===== src/rtl/cb_reader_pkg.sv =====
// Shared types and default constants for the circular_buffer read-side UART drain.
package cb_reader_pkg;

    localparam int unsigned CB_CLKS_PER_BIT  = 104;
    localparam int unsigned CB_SETTLE_CYCLES = 2;

    typedef enum logic [2:0] {
        ST_IDLE,
        ST_STROBE,
        ST_SETTLE,
        ST_START,
        ST_DATA,
        ST_STOP
    } state_e;

endpackage


===== src/rtl/sync_ff2.sv =====
// Two-flop synchronizer for circular_buffer flags crossing into the clk domain.
module sync_ff2 (
    input  logic clk,
    input  logic rst,
    input  logic d,
    output logic q
);

    logic meta_q;
    logic sync_q;

    always_ff @(posedge clk) begin
        if (rst) begin
            meta_q <= 1'b0;
            sync_q <= 1'b0;
        end else begin
            meta_q <= d;
            sync_q <= meta_q;
        end
    end

    assign q = sync_q;

endmodule


===== src/rtl/cb_uart_reader.sv =====
// Pops bytes from circular_buffer via r_clk and streams each out as a UART 8N1 frame.
module cb_uart_reader
    import cb_reader_pkg::*;
#(
    parameter int unsigned CLKS_PER_BIT  = CB_CLKS_PER_BIT,
    parameter int unsigned SETTLE_CYCLES = CB_SETTLE_CYCLES
) (
    input  logic        clk,
    input  logic        rst,
    input  logic        en,
    input  logic        has_data,
    input  logic [7:0]  r_data,
    output logic        r_clk,
    output logic        tx,
    output logic        busy,
    output logic [15:0] sent_count
);

    localparam int unsigned    TW            = $clog2(CLKS_PER_BIT);
    localparam logic [TW-1:0]  BIT_RELOAD    = TW'(CLKS_PER_BIT - 1);
    localparam logic [3:0]     SETTLE_RELOAD = 4'(SETTLE_CYCLES - 1);

    logic hd_s;

    state_e        state_q,      state_d;
    logic [TW-1:0] timer_q,      timer_d;
    logic [3:0]    settle_q,     settle_d;
    logic [2:0]    bit_idx_q,    bit_idx_d;
    logic [7:0]    shift_q,      shift_d;
    logic          tx_q,         tx_d;
    logic          r_clk_q,      r_clk_d;
    logic [15:0]   sent_count_q, sent_count_d;

    sync_ff2 u_hd_sync (
        .clk (clk),
        .rst (rst),
        .d   (has_data),
        .q   (hd_s)
    );

    always_comb begin
        state_d      = state_q;
        timer_d      = timer_q;
        settle_d     = settle_q;
        bit_idx_d    = bit_idx_q;
        shift_d      = shift_q;
        tx_d         = tx_q;
        r_clk_d      = 1'b0;
        sent_count_d = sent_count_q;

        case (state_q)
            ST_IDLE: begin
                if (en && hd_s) begin
                    state_d = ST_STROBE;
                    r_clk_d = 1'b1;
                end
            end
            ST_STROBE: begin
                settle_d = SETTLE_RELOAD;
                state_d  = ST_SETTLE;
            end
            ST_SETTLE: begin
                if (settle_q == '0) begin
                    shift_d = r_data;
                    tx_d    = 1'b0;
                    timer_d = BIT_RELOAD;
                    state_d = ST_START;
                end else begin
                    settle_d = settle_q - 4'd1;
                end
            end
            ST_START: begin
                if (timer_q == '0) begin
                    tx_d      = shift_q[0];
                    bit_idx_d = '0;
                    timer_d   = BIT_RELOAD;
                    state_d   = ST_DATA;
                end else begin
                    timer_d = timer_q - TW'(1);
                end
            end
            ST_DATA: begin
                if (timer_q == '0) begin
                    timer_d = BIT_RELOAD;
                    if (bit_idx_q == 3'd7) begin
                        tx_d    = 1'b1;
                        state_d = ST_STOP;
                    end else begin
                        // tx is registered, so it takes the bit that lands in shift[0] after this shift
                        shift_d   = {1'b0, shift_q[7:1]};
                        tx_d      = shift_q[1];
                        bit_idx_d = bit_idx_q + 3'd1;
                    end
                end else begin
                    timer_d = timer_q - TW'(1);
                end
            end
            ST_STOP: begin
                if (timer_q == '0) begin
                    sent_count_d = sent_count_q + 16'd1;
                    if (en && hd_s) begin
                        state_d = ST_STROBE;
                        r_clk_d = 1'b1;
                    end else begin
                        state_d = ST_IDLE;
                    end
                end else begin
                    timer_d = timer_q - TW'(1);
                end
            end
            default: begin
                state_d = ST_IDLE;
                tx_d    = 1'b1;
            end
        endcase
    end

    always_ff @(posedge clk) begin
        if (rst) begin
            state_q      <= ST_IDLE;
            timer_q      <= '0;
            settle_q     <= '0;
            bit_idx_q    <= '0;
            shift_q      <= '0;
            tx_q         <= 1'b1;
            r_clk_q      <= 1'b0;
            sent_count_q <= '0;
        end else begin
            state_q      <= state_d;
            timer_q      <= timer_d;
            settle_q     <= settle_d;
            bit_idx_q    <= bit_idx_d;
            shift_q      <= shift_d;
            tx_q         <= tx_d;
            r_clk_q      <= r_clk_d;
            sent_count_q <= sent_count_d;
        end
    end

    assign r_clk      = r_clk_q;
    assign tx         = tx_q;
    assign busy       = (state_q != ST_IDLE);
    assign sent_count = sent_count_q;

endmodule


===== config.mk =====
export PLATFORM = sky130hd
export DESIGN_NAME = cb_uart_reader
export DESIGN_NICKNAME = d
export VERILOG_FILES = /design/src/rtl/cb_reader_pkg.sv /design/src/rtl/sync_ff2.sv /design/src/rtl/cb_uart_reader.sv
export SDC_FILE = /design/constraint.sdc
export NUM_CORES = 1
export LEC_CHECK = 0
export ABC_AREA = 1
export CAP_MARGIN = 20
export CELL_PAD_IN_SITES_DETAIL_PLACEMENT = 1
export CELL_PAD_IN_SITES_GLOBAL_PLACEMENT = 1
export CORE_MARGIN = 2
export CORE_UTILIZATION = 42
export DETAILED_ROUTE_END_ITERATION = 6
export PLACE_DENSITY_LB_ADDON = 0.2
export RECOVER_POWER = 25
export SLEW_MARGIN = 20
export SYNTH_ARGS = -nofsm -noshare
export SYNTH_HDL_FRONTEND = slang
export SYNTH_HIERARCHICAL = 1
export SYNTH_SLANG_ARGS = --single-unit

===== constraint.sdc =====
create_clock -name clk -period 3.05 [get_ports clk]
set_input_delay 0.61 -clock clk [delete_from_list [all_inputs] [get_ports clk]]
set_output_delay 0.61 -clock clk [all_outputs]
set_load 0.01 [all_outputs]

==> metrics.txt, run 1 <==
via count=between 2000 and 2500; P_sw=0.705 mW; relative slew slack=between 20% and 30%; Achievable Freq=0.431 GHz; Worst Setup SP=state_q[2]; Final min period=between 2 and 2.5 ns; combinational power share=a little under two fifths; critical path arrival=1.71 ns; most frequent cells in the layout=nand2_1 (101), dfxtp_1 (45), inv_1 (42); P_int=between 1 and 1.5 mW; CTS tree=yes; sequential power share=40.9%; starting DRC count in detailed routing=69; Final TNS setup=0 ns; largest net degree at the start of global routing=24; number of port buffers=30; routability cong.=around 0.85; Net Sw Frac=39.4%; CTS resizes=0; Hold Buf Count CTS=0; All-Layer GR Usage=a little over a fifth; fillcell total=approximately 750; FF+latch count, synth=between 40 and 50; n_diodes=0; Max Buffers Root-to-Sink=2; maximum vdd drop=approximately 0.37 mV; DRC violations left=0; Crit. End Element=output pin; worst-margin pin slew=between 1 and 1.5 ns; worst skew pair latency=0.30 ns; DR pass1 iterations=4; Final #Nets=about 400; syn nets=~370; CTS buffer count=5; clk sinks=45; Power Density=between 600 and 700 nW/um^2; H-Tree Depth=2; Die Y=just under 80 um; CP max FO=7; Startpoint Class=register; Worst-path clk slew=around 0.09 ns; syn avg cell area=6.66 um^2; setup slack at placement=0.938 ns; Synth warnings=6; Setup Skew=0.00644 ns; die width=approximately 79 um; Total Wirelength=a little over 6000 um; vias in the first global route=around 2300; max_cap viols=0; Placed Cells=between 400 and 500; Worst Hold Launch=u_hd_sync/meta_q; GRT Max-Usage Layer=met2; reg2reg start=timer_q[0]; Placed Instance Area=2720 um^2; crit path kind=register to output pin; final setup fails=0; Seq/Total Area, Yosys=around two fifths; met1 global-route usage=approximately 27%; met2 usage=roughly 37%; met3 GRT Util=4.20%; Via density=5.08; std cell rows=27; Clk pwr share=22.4%; Pleak=1.14 nW; layout cells sized above 1=roughly 7%; Non-Filler Cell Area, Final=around 2800 um^2; root buf cell=clkbuf_8; Final Hold Viols=0; outcome=complete, no violations; Avg WL per Cell=13.4 um; Ports=31; Layout area overhead=18.7%; mapped cell area=between 2000 and 2500 um^2; grt ovf=0; max-slew violations=0; Non-Filler Instances=between 400 and 500; worst hold path type=register to register; RSZ-0062 raised after global routing=no; final worst setup slack=~0.73 ns; dpl hpwl=between 4000 and 5000 um; Synth Instances=approximately 360; WP data required=2.44 ns; Tot Pwr=roughly 1.8 mW; initial antenna violation count=0; core area=5470 um^2; most common cell after layout, fill and taps aside=nand2_1; crit share post-route=about 76%; Die ar.=roughly 6200 um^2; Routed Antenna Nets=0; Unique masters post-synth=33; post-CTS setup repair buffer count=0; first-pass GRT wire length=between 10000 and 15000 um; Initial Util=a little over two fifths
==> synth_stat cells (all sizes together) <==
master / number / area, um^2
nand2: 106 / 420
inv: 50 / 188
dfxtp: 45 / 901
a21oi: 33 / 173
nor2: 33 / 136
o21ai: 22 / 110
nand3: 21 / 110
nor3: 9 / 45.0
ha: 7 / 87.6
clkbuf: 5 / 18.8
buf: 4 / 28.8
nand4: 4 / 25.0
xor2: 3 / 26.3
and2: 2 / 12.5
o2111ai: 2 / 17.5
xnor2: 2 / 17.5
a211oi: 1 / 7.51
a31oi: 1 / 6.26
clkinv: 1 / 3.75
nor4: 1 / 6.26
o211a: 1 / 10.0
o21bai: 1 / 7.51
o22ai: 1 / 6.26
==> power groups by stage <==
| stage | clock network, mW | logic [mW] | registers [mW] |
|---|---|---|---|
| after CTS | 0.410 | 0.661 | 0.730 |
| after global routing | 0.429 | 0.752 | 0.743 |
| final | 0.400 | 0.656 | 0.731 |
| after floorplan | 0 | 0.484 | 0.727 |
| after global placement | 0 | 0.625 | 0.741 |
| after detailed placement | 0 | 0.648 | 0.742 |
==> cell families (layout without fill, tap and decap cells) <==
family          Yosys count  after routing  synth area share, %
simple gates            176            176                 32.0
compound gates           62             62                 14.3
xor+xnor                  5              5                 1.85
flops                    45             45                 38.1
fa+ha+maj                 7              7                 3.70
buf+inv                  60             90                 10.1
==> routing by layer <==
layer	wire length [um]	part of all wire, %
met1	2940	48
met2	2970	49
met3	145	2.4
met4	62	1.0
met5	0	0
==> area by class of cell <==
class / instances / area [um^2] / area share (%)
Clock buffer: 6 / 82.6 / 2.94
Inverter: 51 / 191 / 6.82
Timing Repair Buffer: 31 / 304 / 10.8
Multi-Input combinational cell: 250 / 1220 / 43.6
Tap cell: 72 / 90.1 / 3.21
Clock inverter: 2 / 13.8 / 0.490
Sequential cell: 45 / 901 / 32.1
==> worst max-delay path: stages (launching register included) <==
cell and delay (ns):
dfxtp_1 0.49, inv_2 0.08, nand2_1 0.10, nor2_1 0.06, inv_1 0.12, clkdlybuf4s50_1 0.55
==> state kept, by name (all words and copies together), names as in the netlist <==
name / cells
timer_q: 7
bit_idx_q: 3
settle_q: 4
tx: 1
u_hd_sync/q: 1
shift_q: 8
sent_count: 16
u_hd_sync/meta_q: 1
state_q: 3
r_clk: 1
==> path summary, 6_finish.rpt <==
| kind | to | slack (ns) | cells past startpoint |
|---|---|---|---|
| setup / recovery | busy | 0.73 | 5 |
| hold / removal | u_hd_sync/q | 0.41 | 2 |
| setup reg to reg | timer_q[3] | 1.05 | 11 |
| hold reg to reg | u_hd_sync/q | 0.41 | 2 |
==> stage by stage <==
stage	hold slack, ns	util [%]
floorplan	0.388	-
CTS	0.417	51.4
global route	0.435	51.3
finish	0.413	51.3
global placement	0.390	49.6
detailed placement	0.404	49.6
No activity file was read; power rests on OpenSTA's default activity.
==> run 2, diff against run 1 <==
- CORE_UTILIZATION: 42 -> 39
- clock period: 3.05 -> 2.4 ns (I/O delays scaled with it)
==> run 2 against run 1 <==
Net effect: via count up 0.52%; clock power rose by 17%; largest power group unchanged; critical endpoint unchanged; clock-buffer cell count is the same; first-iteration DRC count grew 7.2%; sequential share of layout area about the same; setup slack lost 0.49 ns; clock skew down 0.0019 ns; core utilization is 3.6 points lower; power up 24%; global-route usage down 2.1 points.
==> metrics.txt, run 2 (same netlist as run 1, synthesis figures left out) <==
crit share post-route=90.0%; Final #Nets=405 (+0.50%); reg2reg end=shift_q[7]; Tot Pwr=2.21 mW (+24%); WP data required=1.92 ns (-0.52 ns); Worst R2R Setup Slack=0.61 ns (-0.44 ns); DR pass1 iterations=4 (unchanged); worst hold path type=register to register; first-pass GRT wire length=10300 um (-4.0%); root buf cell=clkbuf_8; CTS buffer count=5 (unchanged); final design utilization=47.7% (-3.6 points); RSZ-0062 raised after global routing=no; largest net degree at the start of global routing=22 (-8.3%); Largest register FFs=16 (unchanged); routability cong.=0.792 (-7.1%); Hold Buf Count CTS=0 (unchanged); R2R depth=9 (-2); initial antenna violation count=0 (unchanged); CTS tree=yes; Max Buffers Root-to-Sink=2 (unchanged); H-Tree Depth=2 (unchanged); Non-Filler Cell Area, Final=2810 um^2 (about the same); Die ar.=6700 um^2 (+7.3%); Achievable Freq=about 0.46 GHz; WHS=0.418 ns (+0.00550 ns); Power Density=787 nW/um^2 (+24%); Worst-path clk slew=0.09 ns (about the same); CP max FO=7 (unchanged); via count=2334 (+0.52%); Via density=5.05 (-0.57%); grt ovf=0 (unchanged); Placed Instance Area=2730 um^2 (+0.69%); max_cap viols=0 (unchanged); vias in the first global route=2383 (+2.4%); core area=5890 um^2 (+7.5%); Startpoint Class=register; Final Hold Viols=0 (unchanged); reg2reg start=state_q[2]; crit path kind=register to output pin; final setup fails=0 (unchanged); outcome=complete, no violations; All-Layer GR Usage=19.4% (-2.1 points); CP endpoint=busy; Final min period=between 2 and 2.5 ns; Setup Skew=0.00450 ns (-0.00194 ns); most frequent cells in the layout=nand2_1 (102), dfxtp_1 (45), inv_1 (42); layout cells sized above 1=6.72% (-0.29 points); number of port buffers=30 (unchanged); Final TNS setup=0 ns (unchanged); maximum vdd drop=0.487 mV (+30%); Initial Util=40.2% (-3.0 points); most common cell after layout, fill and taps aside=nand2_1; die width=81.9 um (+3.6%); n_diodes=0 (unchanged); clk sinks=45 (unchanged); Layout area overhead=18.7% (about the same); DRC violations left=0 (unchanged); CTS resizes=0 (unchanged); WHS Path Cells=2 (unchanged); Worst Setup SP=state_q[2]; critical path arrival=1.68 ns (-0.03 ns); std cell rows=28 (+3.7%); dpl hpwl=4490 um (-0.70%); Avg WL per Cell=12.7 um (-4.8%); Pleak=1.12 nW (-1.1%); relative slew slack=29.5% (+2.7 points); starting DRC count in detailed routing=74 (+7.2%); Ports=31 (unchanged); post-CTS setup repair buffer count=0 (unchanged); Crit. End Element=output pin; Routed Antenna Nets=0 (unchanged); Total Wirelength=5890 um (-3.8%); worst-margin pin slew=1.06 ns (-0.0400 ns); Die Y=81.9 um (+3.6%); max-slew violations=0 (unchanged); worst skew pair latency=0.30 ns (about the same)
## run 2: changes by cell type in the layout (fill, tap and decap cells not counted), sizes merged
| cell | delta |
|---|---|
| clkbuf | +1 |
| buf | +1 |
| clkdlybuf4s50 | +5 |
| dlygate4sd3 | -5 |
## run 2: area by class of cell
type                            count  area (um^2)
Inverter                           51          191
Tap cell                           75         93.8
Clock inverter                      2         10.0
Clock buffer                        6         72.6
Timing Repair Buffer               33          315
Multi-Input combinational cell    250         1220
Fill cell                         799         3080
Sequential cell                    45          901
## run 2: power by group
group          internal, mW  switching (mW)
clock network         0.202           0.265
registers             0.845          0.0823
logic                 0.299           0.516
total                  1.35           0.863
## run 2: how the worst min path moves through the flow
stage	start	endpoint	slack, ns
6_report	u_hd_sync/meta_q	u_hd_sync/q	0.42
5_1_grt	u_hd_sync/meta_q	u_hd_sync/q	0.45
4_1_cts	u_hd_sync/meta_q	u_hd_sync/q	0.42
3_5_place_dp	u_hd_sync/meta_q	u_hd_sync/q	0.41
3_3_place_gp	u_hd_sync/meta_q	u_hd_sync/q	0.40
2_1_floorplan	u_hd_sync/meta_q	u_hd_sync/q	0.39
## run 2: routing by layer
| metal | global-route usage, % | part of all wire (%) | routed length, um | vias up |
|---|---|---|---|---|
| met5 | 0 | 0 | 0 | - |
| met4 | 6.67 | 1.9 | 112 | 0 |
| met3 | 3.63 | 2.3 | 135 | 11 |
| met2 | 35.5 | 49 | 2860 | 29 |
| met1 | 22.3 | 47 | 2780 | 1104 |
| li1 | - | - | - | 1190 |
## run 2: through the flow
step / setup WS, ns / instances
CTS: 0.229 / 462
global placement: 0.628 / 454
floorplan: 1.03 / 355
global route: 0.140 / 462
detailed placement: 0.574 / 454
finish: 0.241 / 462
## run 2: critical path: stages (launching register included)
cell and delay [ns]:
dfxtp_1 0.49, inv_2 0.08, nand2_1 0.09, nor2_1 0.07, inv_1 0.11, clkdlybuf4s50_1 0.54
